$ cat src/rtl/dlx_pkg.sv
// dlx_pkg: shared ALU opcodes, DLX opcode/func constants and decode/buffer types
package dlx_pkg;
  localparam logic [4:0] ALU_AND  = 5'h00;
  localparam logic [4:0] ALU_OR   = 5'h01;
  localparam logic [4:0] ALU_ADD  = 5'h02;
  localparam logic [4:0] ALU_SUB  = 5'h03;
  localparam logic [4:0] ALU_XOR  = 5'h04;
  localparam logic [4:0] ALU_SLL  = 5'h05;
  localparam logic [4:0] ALU_SRL  = 5'h06;
  localparam logic [4:0] ALU_SLTU = 5'h07;
  localparam logic [4:0] ALU_SLT  = 5'h08;
  localparam logic [4:0] ALU_SGE  = 5'h09;
  localparam logic [4:0] ALU_SGT  = 5'h0A;
  localparam logic [4:0] ALU_LHI  = 5'h0C;
  localparam logic [4:0] ALU_MOV  = 5'h1F;
  localparam logic [5:0] OP_RTYPE = 6'h00;
  localparam logic [5:0] OP_ADDI  = 6'h08;
  localparam logic [5:0] OP_ADDUI = 6'h09;
  localparam logic [5:0] OP_SUBI  = 6'h0A;
  localparam logic [5:0] OP_SUBUI = 6'h0B;
  localparam logic [5:0] OP_ANDI  = 6'h0C;
  localparam logic [5:0] OP_ORI   = 6'h0D;
  localparam logic [5:0] OP_XORI  = 6'h0E;
  localparam logic [5:0] OP_LHI   = 6'h0F;
  localparam logic [5:0] OP_SLLI  = 6'h14;
  localparam logic [5:0] OP_SRLI  = 6'h16;
  localparam logic [5:0] OP_SLTI  = 6'h1A;
  localparam logic [5:0] OP_SGTI  = 6'h1B;
  localparam logic [5:0] OP_SGEI  = 6'h1D;
  localparam logic [5:0] OP_LW    = 6'h23;
  localparam logic [5:0] OP_SW    = 6'h2B;
  localparam logic [5:0] FN_SLL   = 6'h04;
  localparam logic [5:0] FN_SRL   = 6'h06;
  localparam logic [5:0] FN_ADD   = 6'h20;
  localparam logic [5:0] FN_ADDU  = 6'h21;
  localparam logic [5:0] FN_SUB   = 6'h22;
  localparam logic [5:0] FN_SUBU  = 6'h23;
  localparam logic [5:0] FN_AND   = 6'h24;
  localparam logic [5:0] FN_OR    = 6'h25;
  localparam logic [5:0] FN_XOR   = 6'h26;
  localparam logic [5:0] FN_SLT   = 6'h2A;
  localparam logic [5:0] FN_SGT   = 6'h2B;
  localparam logic [5:0] FN_SGE   = 6'h2D;
  localparam logic [5:0] FN_SLTU  = 6'h3A;
  localparam logic [5:0] FN_MOV   = 6'h3F;
  typedef struct packed {
    logic [4:0] op;
    logic       imm_sel;
    logic       sext;
    logic [4:0] rd;
    logic       wb_en;
    logic       illegal;
  } dec_t;
  typedef enum logic [1:0] {ST_EMPTY, ST_ONE, ST_TWO} buf_state_t;
endpackage

$ cat src/rtl/dlx_alu_decode.sv
// dlx_alu_decode: combinational DLX instruction to ALU control decode
module dlx_alu_decode
  import dlx_pkg::*;
(
  input  logic [31:0] instr,
  output dec_t        dec
);
  logic [5:0] opc, fn;
  logic unused_fields;
  assign opc = instr[31:26];
  assign fn = instr[5:0];
  assign unused_fields = ^{instr[25:21], instr[10:6]};
  always_comb begin
    dec = '{op: ALU_ADD, imm_sel: 1'b1, sext: 1'b1, rd: instr[20:16], wb_en: 1'b1, illegal: 1'b0};
    if (opc == OP_RTYPE) begin
      dec.imm_sel = 1'b0;
      dec.rd = instr[15:11];
      case (fn)
        FN_ADD, FN_ADDU: dec.op = ALU_ADD;
        FN_SUB, FN_SUBU: dec.op = ALU_SUB;
        FN_AND:  dec.op = ALU_AND;
        FN_OR:   dec.op = ALU_OR;
        FN_XOR:  dec.op = ALU_XOR;
        FN_SLL:  dec.op = ALU_SLL;
        FN_SRL:  dec.op = ALU_SRL;
        FN_SLT:  dec.op = ALU_SLT;
        FN_SGT:  dec.op = ALU_SGT;
        FN_SGE:  dec.op = ALU_SGE;
        FN_SLTU: dec.op = ALU_SLTU;
        FN_MOV:  dec.op = ALU_MOV;
        default: dec.illegal = 1'b1;
      endcase
    end else begin
      case (opc)
        OP_ADDI, OP_ADDUI, OP_LW: dec.op = ALU_ADD;
        OP_SW: begin
          dec.op = ALU_ADD;
          dec.wb_en = 1'b0;
        end
        OP_SUBI, OP_SUBUI: dec.op = ALU_SUB;
        OP_ANDI: dec.op = ALU_AND;
        OP_ORI:  dec.op = ALU_OR;
        OP_XORI: dec.op = ALU_XOR;
        OP_LHI:  dec.op = ALU_LHI;
        OP_SLLI: dec.op = ALU_SLL;
        OP_SRLI: dec.op = ALU_SRL;
        OP_SLTI: dec.op = ALU_SLT;
        OP_SGTI: dec.op = ALU_SGT;
        OP_SGEI: dec.op = ALU_SGE;
        default: dec.illegal = 1'b1;
      endcase
      dec.sext = !(opc inside {OP_ANDI, OP_ORI, OP_XORI, OP_LHI, OP_SLLI, OP_SRLI});
    end
    dec.op = dec.illegal ? ALU_ADD : dec.op;
    dec.wb_en = dec.wb_en && !dec.illegal && (dec.rd != 5'd0);
  end
endmodule

$ cat src/rtl/dlx_alu_issue.sv
// dlx_alu_issue: EX issue register with operand mux and two-entry skid buffer
module dlx_alu_issue
  import dlx_pkg::*;
#(
  parameter int DW = 32
) (
  input  logic          clk,
  input  logic          rst_n,
  input  logic          flush,
  input  logic          in_valid,
  output logic          in_ready,
  input  logic [31:0]   in_instr,
  input  logic [DW-1:0] in_rs1_data,
  input  logic [DW-1:0] in_rs2_data,
  output logic          out_valid,
  input  logic          out_ready,
  output logic [4:0]    out_op,
  output logic [DW-1:0] out_a,
  output logic [DW-1:0] out_b,
  output logic [4:0]    out_rd,
  output logic          out_wb_en,
  output logic          out_illegal
);
  typedef struct packed {
    logic [4:0]    op;
    logic [DW-1:0] a;
    logic [DW-1:0] b;
    logic [4:0]    rd;
    logic          wb_en;
    logic          illegal;
  } issue_t;
  dec_t dec;
  issue_t new_p, main_d, main_q, skid_d, skid_q;
  buf_state_t state_d, state_q;
  logic [DW-1:0] imm, b_sel;
  logic accept, drain;
  dlx_alu_decode u_dec (.instr(in_instr), .dec(dec));
  assign imm = dec.sext ? {{(DW-16){in_instr[15]}}, in_instr[15:0]} : {{(DW-16){1'b0}}, in_instr[15:0]};
  assign b_sel = (dec.op == ALU_MOV) ? '0 : dec.imm_sel ? imm : in_rs2_data;
  assign new_p = '{op: dec.op, a: in_rs1_data, b: b_sel, rd: dec.rd, wb_en: dec.wb_en, illegal: dec.illegal};
  // in_ready comes straight from the state flop, so out_ready never reaches it combinationally
  assign in_ready = state_q != ST_TWO;
  assign out_valid = state_q != ST_EMPTY;
  assign accept = in_valid && in_ready;
  assign drain = out_valid && out_ready;
  assign {out_op, out_a, out_b, out_rd, out_wb_en, out_illegal} = main_q;
  always_comb begin
    state_d = state_q;
    main_d = main_q;
    skid_d = skid_q;
    if (flush) begin
      state_d = ST_EMPTY;
      main_d = '0;
      skid_d = '0;
    end else begin
      case (state_q)
        ST_EMPTY: begin
          main_d = accept ? new_p : main_q;
          state_d = accept ? ST_ONE : ST_EMPTY;
        end
        ST_ONE: begin
          main_d = (accept && drain) ? new_p : main_q;
          skid_d = (accept && !drain) ? new_p : skid_q;
          state_d = (accept && !drain) ? ST_TWO : (drain && !accept) ? ST_EMPTY : ST_ONE;
        end
        ST_TWO: begin
          main_d = drain ? skid_q : main_q;
          state_d = drain ? ST_ONE : ST_TWO;
        end
        default: state_d = ST_EMPTY;
      endcase
    end
  end
  always_ff @(posedge clk) begin
    if (!rst_n) begin
      state_q <= ST_EMPTY;
      main_q <= '0;
      skid_q <= '0;
    end else begin
      state_q <= state_d;
      main_q <= main_d;
      skid_q <= skid_d;
    end
  end
endmodule

$ cat config.mk
export PLATFORM = sky130hd
export DESIGN_NAME = dlx_alu_issue
export DESIGN_NICKNAME = d
export VERILOG_FILES = /design/src/rtl/dlx_pkg.sv /design/src/rtl/dlx_alu_decode.sv /design/src/rtl/dlx_alu_issue.sv
export SDC_FILE = /design/constraint.sdc
export NUM_CORES = 1
export LEC_CHECK = 0
export ABC_CLOCK_PERIOD_IN_PS = 5300
export BUFFER_PORTS_ARGS = -buffer_cell sky130_fd_sc_hd__buf_2
export CAP_MARGIN = 20
export CORE_MARGIN = 1
export CORE_UTILIZATION = 55
export CTS_CLUSTER_DIAMETER = 100
export DETAILED_ROUTE_END_ITERATION = 6
export PLACE_DENSITY_LB_ADDON = 0.3
export SLEW_MARGIN = 25
export SYNTH_ARGS = -nofsm -noshare
export SYNTH_HDL_FRONTEND = slang
export SYNTH_SLANG_ARGS = --single-unit
$ cat constraint.sdc
create_clock -name clk -period 5.3 [get_ports clk]
set_clock_uncertainty 0.15 [all_clocks]
set_input_delay 0.265 -clock clk [delete_from_list [all_inputs] [get_ports clk]]
set_output_delay 0.265 -clock clk [all_outputs]
set_load 0.01 [all_outputs]
==> results.py, run 1 <==
metrics = {
    "logic_synthesis": {
        "synth-main-ff-cell": "sky130_fd_sc_hd__dfxtp_1",
        "synthesis.area_per_instance_um2": 7.683,
        "seq_area_frac_synth_pct": 45.14,
        "synth.distinct_cells": 50,
        "netlist_instances": 889,
        "synthesis.nets": 992,
        "synth_warnings": 0,
        "yosys_register_bits": 154,
        "synth_edf_count": 0,
        "syn-cell-area_um2": 6830,
        "ys_async_sr_fraction_pct": 0,
    },
    "sta": {
        "tightest_slew_ps": 881.2,
        "final.period_utilization_pct": 66.56,
        "maxClockFrequency_mhz": 283.5,
        "setup_tns_ps": 0,
        "slew_headroom_pct": 41.07,
        "setup_ws_ps": 1772,
        "timing.final.setup_violations": 0,
        "final_report_hold_violation_count": 0,
        "finalMaxSlewViolations": 0,
        "timing.final.crit_period_ps": 3528,
        "finalHoldWorstSlack_ps": 16.53,
        "unrepaired_setup_endpoints_after_global_routing": "false",
    },
    "routing": {
        "vias_after_detailed_routing": 7070,
        "drt_drc_violations_left": 0,
        "wirelength_um": 19040,
        "drtAntennaViolNets": 0,
        "drt_pass1_iterations": 5,
        "post_drt_wl_per_cell_um": 15.29,
        "drt_first_iter_violations": 746,
        "post_drt_via_cell_ratio": 5.679,
    },
    "layout": {
        "finalNetCount": 1169,
        "final_cell_mix": "191 x sky130_fd_sc_hd__nand2_1, 173 x sky130_fd_sc_hd__buf_2, 154 x sky130_fd_sc_hd__dfxtp_1",
        "area_delta_synth_final_pct": 30.12,
        "layoutNonFillerInstCount": 1245,
        "fraction_of_layout_instances_using_a_drive_strength_above_1_pct": 21.08,
        "most_common_cell_after_layout_fill_and_taps_aside": "sky130_fd_sc_hd__nand2_1",
        "n_antenna_cell": 0,
    },
    "place": {
        "placed_cells_incl_taps": 1154,
        "buffer_ports.inserted": 173,
        "globalplace.congestion": 0.8820,
        "dpl_worst_slack_ps": 2067,
        "hpwlAfterDp_um": 10810,
    },
    "cts": {
        "cts.htree.levels": 4,
        "cts_tree": "done",
        "max-clock-path-buffers": 2,
        "worst_setup_hold_path_clk_slew_ps": 50,
        "cts_hold_repair.buffers": 60,
        "post_cts_buffers": 0,
        "clk_latency_ps": 420,
        "tritoncts_num_sinks": 154,
        "clock_tree.root_cell": "sky130_fd_sc_hd__clkbuf_16",
        "numCtsBuffers": 17,
        "cts_resized": 0,
    },
    "hold_path": {
        "hold_path_class": "in2reg",
    },
    "floorplan": {
        "placementRows": 40,
        "floorplan.die.height_um": 113.4,
        "coreArea_um2": 12060,
        "die_x_um": 113.4,
        "io-pin-count": 179,
        "design.die.area_um2": 12870,
        "initial_cell_density_of_the_core_pct": 56.63,
    },
    "setup_path": {
        "timing.critical_path.from_type": "flip-flop",
        "arrival_ps": 3730,
        "path_common_cell": "sky130_fd_sc_hd__nand2_1",
        "worst_ep_required_time_ps": 5500,
        "crit_path_capture_type": "flip-flop",
        "critical_path.slowest_cell": "sky130_fd_sc_hd__buf_4",
        "critical_path_peak_fanout": 64,
        "timing.critical_path.buf_inv": 2,
        "worst-setup-path-type": "reg2reg",
        "worst_path_dominant_cell_family": "buffers and inverters",
        "cp_slowest_stage_delay_ps": 650,
        "crit_chain": "or2_2 -> nand2_1 -> ha_1 -> nand2_1 -> nor2_4 -> buf_4 -> nor2_1 -> a311oi_1 -> dlygate4sd3_1",
    },
    "grt": {
        "grt_antenna_before_repair": 0,
        "grt_max_degree": 73,
        "grt-ovfl-total": 0,
        "grt_first_pass_wirelength_um": 30810,
        "vias_in_the_first_global_route": 6425,
        "grt_util_all_layers_pct": 29.73,
    },
    "power": {
        "power_per_cell_area_nw_per_um2": 308.6,
        "power.share.clock_pct": 45.0,
        "design_internal_power_uw": 2099,
        "max-vdd-ir-drop_uv": 264.2,
        "p_leak_uw": 0.003620,
        "comb_power_share_pct": 11.1,
        "seq_power_share_pct": 43.9,
        "power.share.switching_pct": 23.48,
        "p_sw_uw": 644.1,
    },
    "run": {
        "timing.max_cap.violations": 0,
    },
    "status": {
        "outcome": "completed",
    },
}
-- synth_stat cells, types with 2 or more instances --
| cell type | instances | share of area [%] |
|---|---|---|
| sky130_fd_sc_hd__a211o_1 | 3 | 0.38 |
| sky130_fd_sc_hd__o211ai_1 | 19 | 2.1 |
| sky130_fd_sc_hd__buf_4 | 3 | 0.33 |
| sky130_fd_sc_hd__nor4bb_1 | 2 | 0.29 |
| sky130_fd_sc_hd__nand2b_1 | 8 | 0.73 |
| sky130_fd_sc_hd__ha_1 | 2 | 0.37 |
| sky130_fd_sc_hd__dfxtp_1 | 154 | 45 |
| sky130_fd_sc_hd__a31oi_1 | 2 | 0.18 |
| sky130_fd_sc_hd__nor2_1 | 75 | 4.1 |
| sky130_fd_sc_hd__nand2_1 | 191 | 10 |
| sky130_fd_sc_hd__or2_2 | 3 | 0.27 |
| sky130_fd_sc_hd__buf_1 | 8 | 0.44 |
| sky130_fd_sc_hd__mux2i_1 | 7 | 1.0 |
| sky130_fd_sc_hd__nand3_1 | 52 | 3.8 |
| sky130_fd_sc_hd__or4_1 | 2 | 0.22 |
| sky130_fd_sc_hd__a211oi_1 | 14 | 1.5 |
| sky130_fd_sc_hd__buf_2 | 7 | 0.51 |
| sky130_fd_sc_hd__a21o_1 | 3 | 0.33 |
| sky130_fd_sc_hd__xor2_1 | 2 | 0.26 |
| sky130_fd_sc_hd__nor3_1 | 12 | 0.88 |
| sky130_fd_sc_hd__inv_1 | 4 | 0.22 |
| sky130_fd_sc_hd__o22ai_1 | 2 | 0.18 |
| sky130_fd_sc_hd__o31ai_1 | 2 | 0.22 |
| sky130_fd_sc_hd__nor3b_1 | 4 | 0.44 |
| sky130_fd_sc_hd__o21ai_0 | 48 | 3.5 |
| sky130_fd_sc_hd__a21oi_1 | 117 | 8.6 |
| sky130_fd_sc_hd__nor2b_1 | 8 | 0.73 |
| sky130_fd_sc_hd__a311oi_1 | 47 | 6.0 |
| sky130_fd_sc_hd__clkbuf_1 | 67 | 3.7 |
-- through the flow --
stage	area [µm²]	util, %	power, µW
after floorplan	6830	-	1393
after global placement	7672	63.61	1489
after detailed placement	7672	63.61	1493
after CTS	8876	73.59	2753
after global routing	8887	73.68	2846
final	8887	73.68	2743
-- per-layer routing --
metal / share of wire, % / vias to the layer above / global-route usage, % / routed length (µm)
met3: 6.5 / 45 / 6.429 / 1242
met1: 43 / 3233 / 38.12 / 8225
met5: 0 / - / 0 / 0
met4: 2.2 / 0 / 12.28 / 427
li1: - / 3487 / - / -
met2: 48 / 305 / 48.75 / 9145
-- cells by family (layout without fill, tap and decap cells) --
logic type / count (synthesis) / in the layout / synth area share (%)
simple gates: 364 / 364 / 23.04
compound gates: 270 / 270 / 24.93
flops: 154 / 154 / 45.14
buf+inv: 90 / 278 / 5.239
mux: 7 / 7 / 1.026
fa+ha+maj: 2 / 2 / 0.3663
xor+xnor: 2 / 2 / 0.2565
-- state kept, by name (all words and copies together), names as in the netlist --
signal,cells
out_a,32
out_b,32
out_illegal,1
out_op,5
out_rd,5
out_wb_en,1
skid_q,76
state_q,2
-- tightest hold or removal path, delay by kind of cell --
family          cells  cell delay, ps
buf+inv             1             100
compound gates      1              90
simple gates        1              80
-- power by group through the flow --
| stage | combinational, µW | clock [µW] | sequential (µW) |
|---|---|---|---|
| after global placement | 262 | 0 | 1230 |
| after global routing | 334 | 1310 | 1210 |
| after floorplan | 154 | 0 | 1240 |
| final | 304 | 1240 | 1200 |
| after detailed placement | 264 | 0 | 1230 |
| after CTS | 299 | 1250 | 1200 |
-- area by class of cell --
type	instances	area (µm²)
Clock inverter	7	115.1
Sequential cell	154	3083
Inverter	5	18.77
Timing Repair Buffer	243	1545
Clock buffer	23	488.0
Multi-Input combinational cell	645	3427
Tap cell	168	210.2
Fill cell	939	3174
-- final timing paths --
check,start,to,slack (ps),depth (start not counted)
max reg2reg,state_q[1],skid_q[14],1770,9
min reg2reg,out_b[27],out_b[27],300,2
max,state_q[1],skid_q[14],1770,9
min,in_rs2_data[10],skid_q[17],20,3
Note: power is estimated with default switching activity, not from simulation.
==> inputs of run 2 (changes only) <==
ABC_CLOCK_PERIOD_IN_PS = 3100   (was 5300)
CORE_UTILIZATION = 48   (was 55)
clock period = 3.1 ns   (was 5.3 ns; I/O delays follow)
==> run 2 against run 1 <==
  * Critical path depth unchanged
  * Final cell count increased by 3.5%
  * Combinational power increased by 82%
  * Largest cell class unchanged
==> results.py, run 2 (same netlist as run 1, synthesis figures left out) <==
metrics = {
    "routing": {
        "wl_met3_um": 1190,
        "post_drt_via_cell_ratio": 5.535,
        "post_drt_wl_per_cell_um": 15.20,
        "drt_drc_violations_left": 0,
        "topRoutingLayerUsed": "met4",
        "drt_pass1_iterations": 5,
        "routed-wl-met2_um": 9057,
        "drtAntennaViolNets": 0,
        "wirelength_um": 19580,
        "drt_first_iter_violations": 646,
        "drt-met1-wl_um": 8746,
        "vias_after_detailed_routing": 7129,
    },
    "grt": {
        "grt_max_degree": 78,
        "grt_antenna_before_repair": 0,
        "vias_in_the_first_global_route": 6418,
        "grt-ovfl-total": 0,
        "grt_first_pass_wirelength_um": 30950,
        "grt_util_all_layers_pct": 26.40,
    },
    "floorplan": {
        "floorplan.die.height_um": 121.3,
        "design.die.area_um2": 14710,
        "io-pin-count": 179,
        "die_x_um": 121.3,
        "placementRows": 43,
        "coreArea_um2": 13880,
        "initial_cell_density_of_the_core_pct": 49.21,
    },
    "sta": {
        "setup_tns_ps": 0,
        "timing.final.crit_period_ps": 2821,
        "tightest_slew_ps": 903.4,
        "slew_headroom_pct": 39.78,
        "setup_ws_ps": 279.0,
        "finalMaxSlewViolations": 0,
        "final_report_hold_violation_count": 0,
        "final.period_utilization_pct": 91.00,
        "unrepaired_setup_endpoints_after_global_routing": "false",
        "maxClockFrequency_mhz": 354.5,
        "timing.final.setup_violations": 0,
    },
    "layout": {
        "most_common_cell_after_layout_fill_and_taps_aside": "sky130_fd_sc_hd__nand2_1",
        "number_of_flip_flops_under_the_largest_register_name": 76,
        "final_cell_mix": "191 x sky130_fd_sc_hd__nand2_1, 173 x sky130_fd_sc_hd__buf_2, 154 x sky130_fd_sc_hd__dfxtp_1",
        "fraction_of_layout_instances_using_a_drive_strength_above_1_pct": 21.66,
        "area_delta_synth_final_pct": 35.79,
        "finalNetCount": 1199,
        "regMostFlops": "skid_q",
        "n_antenna_cell": 0,
        "fin_area_um2": 9275,
        "finalCoreUtilization_pct": 66.82,
    },
    "setup_path": {
        "crit_path_capture_type": "flip-flop",
        "arrival_ps": 3010,
        "critical_path_peak_fanout": 16,
        "timing.critical_path.from_type": "flip-flop",
        "worst_ep_required_time_ps": 3290,
        "worst-setup-path-type": "reg2reg",
    },
    "place": {
        "dpl_worst_slack_ps": 359.4,
        "globalplace.congestion": 0.8262,
        "buffer_ports.inserted": 173,
        "hpwlAfterDp_um": 11630,
        "detailed_place.area_um2": 7833,
    },
    "run": {
        "timing.max_cap.violations": 0,
    },
    "cts": {
        "tritoncts_num_sinks": 154,
        "clk_latency_ps": 430,
        "clock_tree.root_cell": "sky130_fd_sc_hd__clkbuf_16",
        "cts.htree.levels": 4,
        "cts_resized": 0,
        "worst_setup_hold_path_clk_slew_ps": 60,
        "max-clock-path-buffers": 2,
        "cts_tree": "done",
        "numCtsBuffers": 17,
    },
    "power": {
        "power_per_cell_area_nw_per_um2": 526.0,
        "max-vdd-ir-drop_uv": 398.5,
        "p_leak_uw": 0.003816,
        "total_power_after_layout_uw": 4878,
    },
    "hold_path": {
        "hold_path_class": "in2reg",
    },
    "status": {
        "outcome": "completed",
    },
}
==> run 2: cell types whose count changed in the layout (fill, tap and decap cells not counted), sizes merged <==
cell / delta
nor2: +1
clkinv: -1
clkbuf: +2
clkinvlp: -1
bufinv: +1
dlygate4sd3: +18
buf: +11
==> run 2: repair_timing <==
action	CTS	global route
setup endpoints to repair	0	10
hold buffers	78	0
hold endpoints to repair	111	0
setup buffers	0	1
==> run 2: worst max-delay path, cell delays in order (launching register included) <==
cell                      delay [ps]
sky130_fd_sc_hd__dfxtp_1         520
sky130_fd_sc_hd__or2_2           180
sky130_fd_sc_hd__nand2_1          70
sky130_fd_sc_hd__inv_1            60
sky130_fd_sc_hd__ha_1            140
sky130_fd_sc_hd__nand2_1          50
sky130_fd_sc_hd__a21oi_1         370
sky130_fd_sc_hd__a21o_2          440
sky130_fd_sc_hd__nand2_1         430
sky130_fd_sc_hd__o21ai_0         320
==> run 2: report_power, final <==
group | switching, µW | total, µW | leakage (µW) | internal, µW
combinational | 309 | 554 | 0.00225 | 244
clock | 796 | 2270 | 0.000316 | 1470
sequential | 25.8 | 2060 | 0.00125 | 2030
total | 1130 | 4880 | 0.00382 | 3750
==> run 2: final cells by class <==
class                           instances  area, µm²
Fill cell                            1171       4606
Multi-Input combinational cell        646       3433
Sequential cell                       154       3083
Timing Repair Buffer                  272       1867
Clock buffer                           25      515.5
Tap cell                              180      225.2
Clock inverter                          6      132.6
Inverter                                5      18.77
==> run 2: path summary, 6_finish.rpt <==
check | start | end | slack [ps] | depth (start not counted)
worst max-delay path | state_q[1] | out_b[11] | 280 | 9
worst min-delay path | in_instr[18] | skid_q[4] | 30 | 3
worst max register to register | state_q[1] | out_b[11] | 280 | 9
worst min register to register | out_op[3] | out_op[3] | 300 | 2
==> run 2: layer usage <==
| layer | up-vias | track usage [%] |
|---|---|---|
| met4 | 0 | 12.73 |
| li1 | 3542 | - |
| met2 | 270 | 42.19 |
| met3 | 53 | 5.404 |
| met5 | - | 0 |
| met1 | 3264 | 33.82 |
==> run 2: through the flow <==
step,hold WS (ps),instances
after floorplan,141.0,889
after global placement,260.2,1177
after detailed placement,264.6,1177
after CTS,11.43,1286
after global routing,52.15,1288
final,27.33,1288
